## src/rtl/fdd_mech.sv

```systemverilog
// fdd_mech: multi-drive floppy mechanics (motor, head stepping, rotation/index), muxed by USEL.
// Optional disk-change latch enabled by defining FDD_MECH_DISKCHANGE_EN.
module fdd_mech #(
  parameter int DRIVES     = 4,
  parameter int MAX_TRACKS = 80,
  parameter int SPINUP_MS  = 500,
  parameter int TIMEOUT_MS = 30000,
  parameter int STEP_MS    = 3,
  parameter int INDEX_MS   = 2,
  localparam int W = DRIVES > 1 ? $clog2(DRIVES) : 1
) (
  input  logic              clk,
  input  logic              resetn,
  input  logic              msclk,
  input  logic [W-1:0]      USEL,
  input  logic [DRIVES-1:0] MOTORn,
  input  logic              STEPn,
  input  logic              SDIRn,
  input  logic [DRIVES-1:0] disk_present,
  input  logic [DRIVES-1:0] speed,
  output logic              READYn,
  output logic              INDEXn,
  output logic              TRACK0n,
  output logic              DSKCHGn,
  output logic [6:0]        track,
  output logic              seek_busy,
  output logic [DRIVES-1:0] motor_run
);
  localparam int MX = SPINUP_MS > TIMEOUT_MS ? SPINUP_MS : TIMEOUT_MS;
  localparam int CW = $clog2(MX + 1);
  localparam int BW = $clog2(STEP_MS + 1);
  localparam logic [6:0] TMAX = 7'(MAX_TRACKS - 1);
  typedef enum logic [1:0] {OFF, SPINUP, RUN} mstate_t;
  mstate_t           st    [DRIVES];
  logic [CW-1:0]     cnt   [DRIVES];
  logic [7:0]        phase [DRIVES];
  logic [6:0]        trk   [DRIVES];
  logic [BW-1:0]     busy  [DRIVES];
  logic [DRIVES-1:0] idx;
  logic [DRIVES-1:0] hit;
  logic              step_q;
  logic              step_edge;
  assign step_edge = !STEPn && step_q;
  for (genvar i = 0; i < DRIVES; i++) begin : g_drv
    logic [7:0] period;
    assign period = speed[i] ? 8'd167 : 8'd200;
    assign hit[i] = step_edge && USEL == W'(i) && busy[i] == '0;
    assign idx[i] = st[i] == RUN && disk_present[i] && phase[i] < 8'(INDEX_MS);
    always_ff @(posedge clk or negedge resetn)
      if (!resetn) begin
        st[i]    <= OFF;
        cnt[i]   <= '0;
        phase[i] <= '0;
        trk[i]   <= '0;
        busy[i]  <= '0;
      end else begin
        if (st[i] == OFF) begin
          if (!MOTORn[i]) begin
            st[i]  <= SPINUP;
            cnt[i] <= CW'(SPINUP_MS);
          end
        end else if (st[i] == SPINUP) begin
          if (MOTORn[i]) st[i] <= OFF;
          else if (cnt[i] == '0) begin
            st[i]  <= RUN;
            cnt[i] <= CW'(TIMEOUT_MS);
          end else if (msclk) cnt[i] <= cnt[i] - CW'(1);
        end else begin
          if (!MOTORn[i]) cnt[i] <= CW'(TIMEOUT_MS);
          else if (cnt[i] == '0) st[i] <= OFF;
          else if (msclk) cnt[i] <= cnt[i] - CW'(1);
        end
        // out-of-range phase (after a speed change) wraps without waiting for msclk
        phase[i] <= st[i] != RUN || phase[i] >= period ? 8'd0 :
                    msclk ? (phase[i] == period - 8'd1 ? 8'd0 : phase[i] + 8'd1) : phase[i];
        if (hit[i]) begin
          trk[i]  <= SDIRn ? (trk[i] == 7'd0 ? 7'd0 : trk[i] - 7'd1) :
                             (trk[i] >= TMAX ? TMAX : trk[i] + 7'd1);
          busy[i] <= BW'(STEP_MS);
        end else if (msclk && busy[i] != '0) busy[i] <= busy[i] - BW'(1);
      end
  end
`ifdef FDD_MECH_DISKCHANGE_EN
  logic [DRIVES-1:0] dchg;
  logic [DRIVES-1:0] dp_q;
  always_ff @(posedge clk or negedge resetn)
    if (!resetn) begin
      dchg <= '1;
      dp_q <= '0;
    end else begin
      dchg <= (dp_q ^ disk_present) | (dchg & ~(hit & disk_present));
      dp_q <= disk_present;
    end
`endif
  always_ff @(posedge clk or negedge resetn)
    if (!resetn) begin
      step_q    <= 1'b1;
      READYn    <= 1'b1;
      INDEXn    <= 1'b1;
      TRACK0n   <= 1'b0;
      DSKCHGn   <= 1'b1;
      track     <= '0;
      seek_busy <= 1'b0;
      motor_run <= '0;
    end else begin
      step_q    <= STEPn;
      READYn    <= !(st[USEL] == RUN && disk_present[USEL]);
      INDEXn    <= !idx[USEL];
      TRACK0n   <= trk[USEL] != 7'd0;
      track     <= trk[USEL];
      seek_busy <= busy[USEL] != '0;
`ifdef FDD_MECH_DISKCHANGE_EN
      DSKCHGn   <= !dchg[USEL];
`else
      DSKCHGn   <= 1'b1;
`endif
      for (int k = 0; k < DRIVES; k++) motor_run[k] <= st[k] == RUN;
    end
endmodule
```

## config.mk

```make
export PLATFORM = sky130hd
export DESIGN_NAME = fdd_mech
export DESIGN_NICKNAME = d
export VERILOG_FILES = /design/src/rtl/fdd_mech.sv
export SDC_FILE = /design/constraint.sdc
export NUM_CORES = 1
export LEC_CHECK = 0
export ABC_CLOCK_PERIOD_IN_PS = 2900
export BUFFER_PORTS_ARGS = -buffer_cell sky130_fd_sc_hd__buf_2
export CELL_PAD_IN_SITES_DETAIL_PLACEMENT = 0
export CELL_PAD_IN_SITES_GLOBAL_PLACEMENT = 1
export CORE_MARGIN = 2
export CORE_UTILIZATION = 40
export CTS_CLUSTER_DIAMETER = 60
export DETAILED_ROUTE_END_ITERATION = 7
export PLACE_DENSITY_LB_ADDON = 0.1
export SLEW_MARGIN = 40
export SYNTH_ARGS = -nofsm -noshare
export SYNTH_HDL_FRONTEND = slang
export SYNTH_SLANG_ARGS = --single-unit
```

## constraint.sdc

```tcl
create_clock -name clk -period 2.9 [get_ports clk]
set_input_delay 0.435 -clock clk [delete_from_list [all_inputs] [get_ports clk]]
set_output_delay 0.435 -clock clk [all_outputs]
set_load 0.02 [all_outputs]
```

==> results of run 1 <==
[power by group]
group | total [mW] | switching [mW] | leakage, nW | internal, mW
Clock | 2.14 | 0.957 | 0.256 | 1.18
Combinational | 1.72 | 0.942 | 2.61 | 0.777
Sequential | 2.87 | 0.449 | 1.84 | 2.42
Total | 6.73 | 2.35 | 4.71 | 4.39
[cell usage in the layout (no fill, tap or decap), drive strengths merged, types with 7 or more instances in the layout]
| cell | netlist | layout |
|---|---|---|
| dfrtp | 149 | 149 |
| nand2 | 106 | 106 |
| nor2 | 104 | 104 |
| a21oi | 97 | 97 |
| buf | 16 | 75 |
| o21ai | 62 | 62 |
| inv | 49 | 53 |
| ha | 48 | 48 |
| nor3 | 43 | 43 |
| nand3 | 41 | 41 |
| or4 | 26 | 26 |
| nor4 | 24 | 24 |
| nand2b | 23 | 23 |
| nand4 | 22 | 22 |
| xor2 | 21 | 21 |
| xnor2 | 20 | 20 |
| o31ai | 18 | 18 |
| clkbuf | 57 | 18 |
| or3 | 15 | 15 |
| a211oi | 15 | 15 |
| or2 | 13 | 13 |
| o211ai | 12 | 12 |
| a21o | 12 | 12 |
| mux2i | 12 | 12 |
| a31oi | 9 | 9 |
| and3 | 9 | 9 |
| nand3b | 8 | 8 |
| o311ai | 8 | 8 |
| o21a | 8 | 8 |
| o32a | 8 | 8 |
| o41ai | 8 | 8 |
| mux4 | 7 | 7 |
| nor2b | 7 | 7 |
| or3b | 7 | 7 |
| nor3b | 7 | 7 |
[layer usage]
metal / vias up / routed length (um) / part of all wire (%) / GRT usage (%)
met3: 19 / 714 / 2.8 / 3.61
met1: 4303 / 12800 / 50 / 28.3
met4: 0 / 274 / 1.1 / 4.07
met5: - / 0 / 0 / 0
li1: 4453 / - / - / -
met2: 119 / 12000 / 47 / 32.6
[through the flow]
step | power (mW) | instance area [um2] | utilization (%) | hold slack [ns] | setup WS (ns)
after CTS | 6.81 | 11400 | 45.4 | 0.0223 | 0.404
after floorplan | 4.07 | 10300 | - | 0.139 | 0.612
after detailed placement | 4.63 | 10900 | 43.3 | 0.482 | 0.361
final | 6.73 | 11400 | 45.4 | -0.00798 | 0.397
after global routing | 7.19 | 11400 | 45.4 | 0.0517 | 0.227
after global placement | 4.62 | 10900 | 43.3 | 0.485 | 0.366
[sequential cells by signal (all words and copies together) (netlist names)]
register	flops
busy	8
READYn	1
phase	32
st	8
seek_busy	1
track	7
trk	28
cnt	60
INDEXn	1
step_q	1
motor_run	4
TRACK0n	1
[cell type report]
type / count / area [um2] / area share, %
clock buffer: 18 / 429 / 3.75
timing repair buffer: 75 / 499 / 4.36
tap: 330 / 413 / 3.61
inverter: 50 / 188 / 1.64
multi-input combinational: 914 / 5980 / 52.3
clock inverter: 13 / 121 / 1.06
sequential: 152 / 3810 / 33.3
[final timing paths]
path                       startpoint      end  slack, ns  depth (start not counted)
setup / recovery              cnt[34]  cnt[43]       0.40                          5
hold / removal                 resetn   cnt[4]     -0.008                          1
setup reg to reg              cnt[34]  cnt[43]       0.40                          5
hold reg to reg               busy[3]  busy[3]       0.51                          1
max in group asynchronous      resetn   INDEXn       2.08                          2
min in group clk                STEPn   step_q       0.14                          1
[cell families (layout without fill, tap and decap cells)]
logic type	Yosys count	in the layout	share of synthesized area [%]
other cells	1	1	0.0365
simple gates	476	476	24.2
buf+inv	123	156	4.79
mux	22	22	3.03
flops	152	152	37.1
compound gates	326	326	21.5
fa+ha+maj	48	48	5.85
xor+xnor	41	41	3.50
==> impl_results.md, run 1 <==
* Max Root-Sink Buffers at 2
* Die boundary height at between 150 and 200 um
* Most frequent cells after synthesis: dfrtp_1, nand2_1, nor2_1, a21oi_1, o21ai_0
* Hold crit path type: primary input to async pin
* Share of layout cells above drive strength 1 at 12.4%
* Max FO, Critical Path at 8
* Post-route insts no fill at 1552
* Setup Skew at approximately 0.012 ns
* Final setup viols at 0
* Wire per inst at about 17 um
* Worst-skew pair later-pin latency at 0.43 ns
* Leading cell type by number of instances after synthesis: dfrtp_1
* TritonCTS Buffers at 17
* Port Buffers at 33
* Final Hold Vio Count at 3
* Critical-path cell list: or4_4 > or4_1 > a21oi_4 > o21ai_2 > a2111oi_4
* Minimum clock period at roughly 2.5 ns
* Slowest cell on the critical path: or4_1
* GR Overflow Total at 0
* PwrDens at approximately 600 nW/um2
* Post-synth cell types at roughly 80
* Fin Setup TNS at 0 ns
* Register area share after synthesis at a little under two fifths
* Nature of the critical path endpoint: flip-flop
* Synth Instances at between 1000 and 1500
* Yosys warnings at 0
* Initial antenna violation count at 0
* DR vias/cell at ~5.7
* CP startpoint kind: flip-flop
* N_diodes at 0
* Max_slew headroom at approximately 52%
* Asr flop ratio synth at 100%
* FMAX at between 300 and 400 MHz
* GRT Overall Usage at slightly above 20%
* Syn Nets at roughly 1300
* Hold-fix buffers, CTS at 0
* Final worst path period share at a little under nine tenths
* EDFF count, synth at 0
* Nets at approximately 1300
* Status: complete, but fails checks
* Mapped Area at ~10000 um2
* Drt total wl at 25800 um
* Synth area leaders: dfrtp_1, ha_1, a21oi_1
* Top cell type's share of synthesized area at between 30% and 40%
* Yosys top cell by area: dfrtp_1
* Post-CTS sizing at 0
* Slowest stage delay, CP at around 0.75 ns
* Initial core utilization at about two fifths
* Post-Place Cells at approximately 1500
* Final RePlAce weighted congestion at a little under 0.8
* Area Growth Syn to Fin at 11.4%
* Fill cells at around 2500
* Hold Worst Slack at -0.00798 ns
* Largest net degree at the start of global routing at between 60 and 70
* Global-route wire length before repair at 44100 um
* Iter 0 DRT Violations at slightly above 600
* Worst vdd ir at approximately 320 uV
* TritonCTS clock tree: yes
* Total number of vias at 8894
* RSZ-0062 raised after global routing: no
* Data arrival time of the worst path at ~2.8 ns
* Buf+Inv Stages, Crit Path at 0
* Vias in the first global route at about 8600
* Die Wd at between 150 and 200 um
* Antenna Nets Post-Route at 0
* Clock Sinks at approximately 150
* DRC Markers at 0
* Worst path required time at between 3 and 4 ns
* Drt pass-1 iters at 5
* Max Slew Vio Count at 0
* Cell row count at 58
* Crit path max-delay family: simple AND/OR/NAND/NOR gates
* Max_cap viols at 0
* # Post-CTS Setup Buffers at 0
* Dpl hpwl at about 18000 um
* Die footprint at around 27000 um2
* Static Leak at 4.71 nW
* CTS clk-pin slew, worst paths at roughly 0.06 ns
* CTS root buffer: clkbuf_16
* Worst Max-Slew Pin Slew at 0.721 ns
* Failing checks: hold timing
* Post-synthesis register bit count at about 150
* H-tree lvl count at 4
* Critical setup path kind: flip-flop to flip-flop
* Predominant post-synthesis flop cell: dfrtp_1
* Core area at about 25000 um2
* Post-Syn Area per Cell at around 8.6 um2
* IO Pins at 35
No activity file was read; power rests on OpenSTA's default activity.
==> run 2: changes to the inputs <==
--- a/config.mk
+++ b/config.mk
@@ -10,7 +10,7 @@
 export CELL_PAD_IN_SITES_DETAIL_PLACEMENT = 0
 export CELL_PAD_IN_SITES_GLOBAL_PLACEMENT = 1
 export CORE_MARGIN = 2
-export CORE_UTILIZATION = 40
+export CORE_UTILIZATION = 49
 export CTS_CLUSTER_DIAMETER = 60
 export DETAILED_ROUTE_END_ITERATION = 7
 export PLACE_DENSITY_LB_ADDON = 0.1
==> impl_results.md, run 2 (synthesis results as in run 1) <==
* Status: finished clean
* Static Leak at between 4 and 5 nW
* Die Wd at 149 um
* Most common cell after layout, fill and taps aside: dfrtp_1
* Worst vdd ir at roughly 420 uV
* Final Hold Vio Count at 0
* GRT Overall Usage at around a quarter
* PwrDens at around 600 nW/um2
* Setup Skew at roughly 0.014 ns
* RSZ-0062 raised after global routing: no
* Placed inst area at 10800 um2
* Antenna Nets Post-Route at 0
* Clock Sinks at 152
* Total number of vias at approximately 8800
* CP startpoint kind: flip-flop
* Port Buffers at 33
* Area Growth Syn to Fin at 10.5%
* Max FO, Critical Path at 10
* Final setup viols at 0
* Worst-skew pair later-pin latency at roughly 0.43 ns
* Minimum clock period at 2.52 ns
* GR Overflow Total at 0
* Global-route wire length before repair at 42000 um
* Die footprint at roughly 22000 um2
* CTS clk-pin slew, worst paths at around 0.060 ns
* TritonCTS Buffers at 17
* Iter 0 DRT Violations at approximately 520
* Cell row count at 52
* Critical setup path kind: flip-flop to flip-flop
* Max Slew Vio Count at 0
* Max Root-Sink Buffers at 2
* DRC Markers at 0
* Dpl hpwl at 17100 um
* DR vias/cell at about 6
* Hold Worst Slack at approximately 0.13 ns
* Fin Setup TNS at 0 ns
* Final worst path period share at between 80% and 90%
* Max_slew headroom at between 40% and 50%
* Core area at around 20000 um2
* IO Pins at 35
* Final RePlAce weighted congestion at between 0.8 and 0.9
* Nature of the critical path endpoint: flip-flop
* Drt pass-1 iters at 5
* Wire per inst at ~16 um
* Vias in the first global route at between 8000 and 9000
* Die boundary height at 149 um
* Drt total wl at 24100 um
* Commonest non-fill, non-tap cells in the layout: dfrtp_1, nand2_1, nor2_1
* CTS root buffer: clkbuf_16
* Max_cap viols at 0
* Data arrival time of the worst path at roughly 2.8 ns
* Initial core utilization at roughly half
* Reg with most FFs: cnt
* Hold crit path type: primary input to flip-flop
* H-tree lvl count at 4
* Worst Max-Slew Pin Slew at 0.753 ns
* FMAX at 397 MHz
* Nets at 1271
* Largest net degree at the start of global routing at 60
* Initial antenna violation count at 1
* Fin area at ~11000 um2
* TritonCTS clock tree: yes
* Max reg flops at 60
* Worst path required time at 3.20 ns
* Share of layout cells above drive strength 1 at about an eighth
* Top Registers: cnt x60, phase x32, trk x28
==> run 2: changes by cell type in the layout (fill, tap and decap cells not counted), sizes merged <==
cell         change
dlygate4sd3      +1
bufinv           +1
diode            +1
clkinv           +1
clkinvlp         -1
clkbuf           +3
buf              -7
inv              -4
==> run 2: final timing paths <==
kind / start / to / slack [ns] / depth (start not counted)
max: trk[1] / trk[5] / 0.38 / 8
min: STEPn / step_q / 0.13 / 1
max reg2reg: trk[1] / trk[5] / 0.38 / 8
min reg2reg: busy[3] / busy[3] / 0.52 / 1
max in group asynchronous: resetn / READYn / 1.54 / 3
min in group asynchronous: resetn / cnt[5] / 0.54 / 2
==> run 2: layout make-up <==
| cell class | instances | area (um2) |
|---|---|---|
| well taps | 270 | 338 |
| inverters | 50 | 188 |
| flip-flops and latches | 152 | 3810 |
| repair buffers | 69 | 457 |
| clock inverters | 10 | 121 |
| diodes | 1 | 2.50 |
| multi-input cells | 914 | 5980 |
| clock buffers | 21 | 460 |
| fillers | 1939 | 9080 |
==> run 2: stage by stage <==
step	instances	power, mW	setup WS, ns	utilization (%)
finish	1487	6.76	0.383	55.6
global route	1486	7.21	0.188	55.6
CTS	1486	6.81	0.380	55.6
detailed placement	1454	4.58	0.365	52.7
global placement	1454	4.56	0.413	52.7
floorplan	1189	4.07	0.612	-
==> run 2: what timing repair did <==
action | 4_1_cts | 5_1_grt
hold buffers | 1 | 0
resized for setup | 0 | 0
endpoints found under the hold margin | 11 | 0
setup buffers | 0 | 0
==> run 2: report_power, final <==
group	switching, mW	total [mW]	internal, mW	leakage [nW]
logic	0.888	1.64	0.756	2.58
clock network	0.902	2.21	1.31	0.272
registers	0.475	2.90	2.43	1.84
==> run 2: layer usage <==
layer	vias up	wire length, um	global-route usage [%]	part of all wire, %
met1	4234	12200	34.2	51
met5	-	0	0	0
met3	15	875	4.22	3.6
met4	0	199	4.71	0.82
met2	134	10900	36.2	45
li1	4462	-	-	-
==> run 2: worst max-delay path, cell delays in order (launching register included) <==
cell and delay (ns):
dfrtp_1 0.48, inv_1 0.13, ha_1 0.19, or3b_2 0.51, o41ai_1 0.57, buf_4 0.23, a21oi_1 0.04, o21ai_0 0.16
nand3_1 0.09
==> run 3: changes to the inputs <==
--- a/config.mk
+++ b/config.mk
@@ -9,11 +9,11 @@
 export BUFFER_PORTS_ARGS = -buffer_cell sky130_fd_sc_hd__buf_2
 export CELL_PAD_IN_SITES_DETAIL_PLACEMENT = 0
 export CELL_PAD_IN_SITES_GLOBAL_PLACEMENT = 1
-export CORE_MARGIN = 2
 export CORE_UTILIZATION = 49
 export CTS_CLUSTER_DIAMETER = 60
 export DETAILED_ROUTE_END_ITERATION = 7
 export PLACE_DENSITY_LB_ADDON = 0.1
+export RECOVER_POWER = 25
 export SLEW_MARGIN = 40
 export SYNTH_ARGS = -nofsm -noshare
 export SYNTH_HDL_FRONTEND = slang
==> impl_results.md, run 3 (synthesis results as in run 1) <==
* Die footprint at between 20000 and 25000 um2
* Post-route insts no fill at around 1500
* Failing checks: capacitance limit, slew limit
* Vias in the first global route at between 8000 and 9000
* Global-route wire length before repair at 41800 um
* GRT Overall Usage at between 20% and 30%
* Drt pass-1 iters at 7
* Max_cap viols at 1
* Reg with most FFs: cnt
* Worst Max-Slew Pin Slew at about 1.8 ns
* Initial core utilization at 50.4%
* Hold Worst Slack at approximately 0.14 ns
* Final RePlAce weighted congestion at 0.855
* Hold-fix buffers, CTS at 0
* Share of layout cells above drive strength 1 at a little under an eighth
* Die Wd at between 100 and 150 um
* H-tree lvl count at 4
* Dpl hpwl at about 17000 um
* DR vias/cell at between 6 and 7
* Critical setup path kind: flip-flop to flip-flop
* R2r setup slk at approximately 0.45 ns
* Data arrival time of the worst path at ~2.8 ns
* Area Growth Syn to Fin at 10.3%
* Crit path max-delay family: simple AND/OR/NAND/NOR gates
* Slowest cell on the critical path: or4_1
* Worst vdd ir at 382 uV
* IO Pins at 35
* Final setup viols at 0
* Top Registers: cnt x60, phase x32, trk x28
* Nets at ~1300
* Max reg flops at 60
* Final Hold Vio Count at 0
* Finished Core Util at ~56%
* Hold crit path type: primary input to flip-flop
* Worst reg2reg path depth at 5
* Drt total wl at ~25000 um
* Worst-skew pair later-pin latency at around 0.43 ns
* Iter 0 DRT Violations at just under 500
* PwrDens at 598 nW/um2
* Cell row count at 52
* Max FO, Critical Path at 8
* Stages on worst setup path at 5
* Total number of vias at 9000
* Max_slew headroom at -19.6%
* CTS root buffer: clkbuf_16
* Die boundary height at 147 um
* TritonCTS clock tree: yes
* Most common cell after layout, fill and taps aside: dfrtp_1
* Static Leak at between 4 and 5 nW
* Nature of the critical path endpoint: flip-flop
* Tot Pwr at about 6.8 mW
* Critical-path cell list: or4_4 > or4_1 > a21oi_4 > o21ai_2 > a2111oi_4
* Wire per inst at between 15 and 20 um
* Worst path required time at about 3.2 ns
* CTS clk-pin slew, worst paths at 0.06 ns
* Largest net degree at the start of global routing at slightly below 70
* GR Overflow Total at 0
* DRC Markers at 0
* Post-CTS sizing at 0
* Worst hold path depth at 1
* Setup Skew at about 0.0096 ns
* FMAX at between 400 and 500 MHz
* Minimum clock period at 2.45 ns
* Clock Sinks at approximately 150
* Max Slew Vio Count at 68
* Max Root-Sink Buffers at 2
* Buf+Inv Stages, Crit Path at 0
* Port Buffers at 33
* Antenna Nets Post-Route at 0
* Fin Setup TNS at 0 ns
* TritonCTS Buffers at 17
* Status: complete, but fails checks
* N_diodes at 0
* CP startpoint kind: flip-flop
* # Post-CTS Setup Buffers at 0
* Initial antenna violation count at 0
* Slowest stage delay, CP at between 0.7 and 0.8 ns
* Final worst path period share at 84.4%
* Post-Place Cells at about 1500
* Core area at just over 20000 um2
* RSZ-0062 raised after global routing: no
* Commonest non-fill, non-tap cells in the layout: dfrtp_1, nand2_1, nor2_1
## run 3: cell count changes in the layout (fill, tap and decap cells not counted), sizes merged
cell	change
buf	-1
clkbuf	+6
clkinv	+2
clkinvlp	-4
diode	-1
dlygate4sd3	-1
## run 3: metal layers
| layer | wire length [um] | global-route usage (%) |
|---|---|---|
| met1 | 11800 | 32.9 |
| met2 | 11600 | 38.1 |
| met3 | 871 | 3.91 |
| met4 | 266 | 6.46 |
| met5 | 0 | 0 |
## run 3: metrics by stage
stage                     cell area, um2  worst slack, ns
after floorplan                    10300            0.612
after global placement             10800            0.489
after detailed placement           10800            0.439
after CTS                          11400            0.450
after global routing               11300            0.209
final                              11300            0.453
## run 3: final timing paths
path | from | end
max in group asynchronous | resetn | phase[15]
min | STEPn | step_q
max | cnt[34] | cnt[43]
max reg2reg | cnt[34] | cnt[43]
min in group asynchronous | resetn | cnt[4]
min reg2reg | busy[3] | busy[3]
## run 3: layout make-up
class	instances	area (um2)
flip-flops and latches	152	3810
inverters	50	188
repair buffers	70	439
multi-input cells	914	5980
well taps	270	338
fillers	1898	9030
clock buffers	24	482
clock inverters	8	97.6
## run 3: worst register-to-register path, stage by stage (launching register included)
cell and delay [ns]:
dfrtp_1 0.42, or4_4 0.59, or4_1 0.74, a21oi_4 0.19, o21ai_2 0.08, a2111oi_4 0.33
## run 3: power by group
part / total (mW) / leakage (nW) / switching, mW / internal [mW]
registers: 2.90 / 1.84 / 0.472 / 2.43
logic: 1.66 / 2.58 / 0.905 / 0.752
clock network: 2.21 / 0.288 / 0.882 / 1.33
total: 6.77 / 4.71 / 2.26 / 4.51
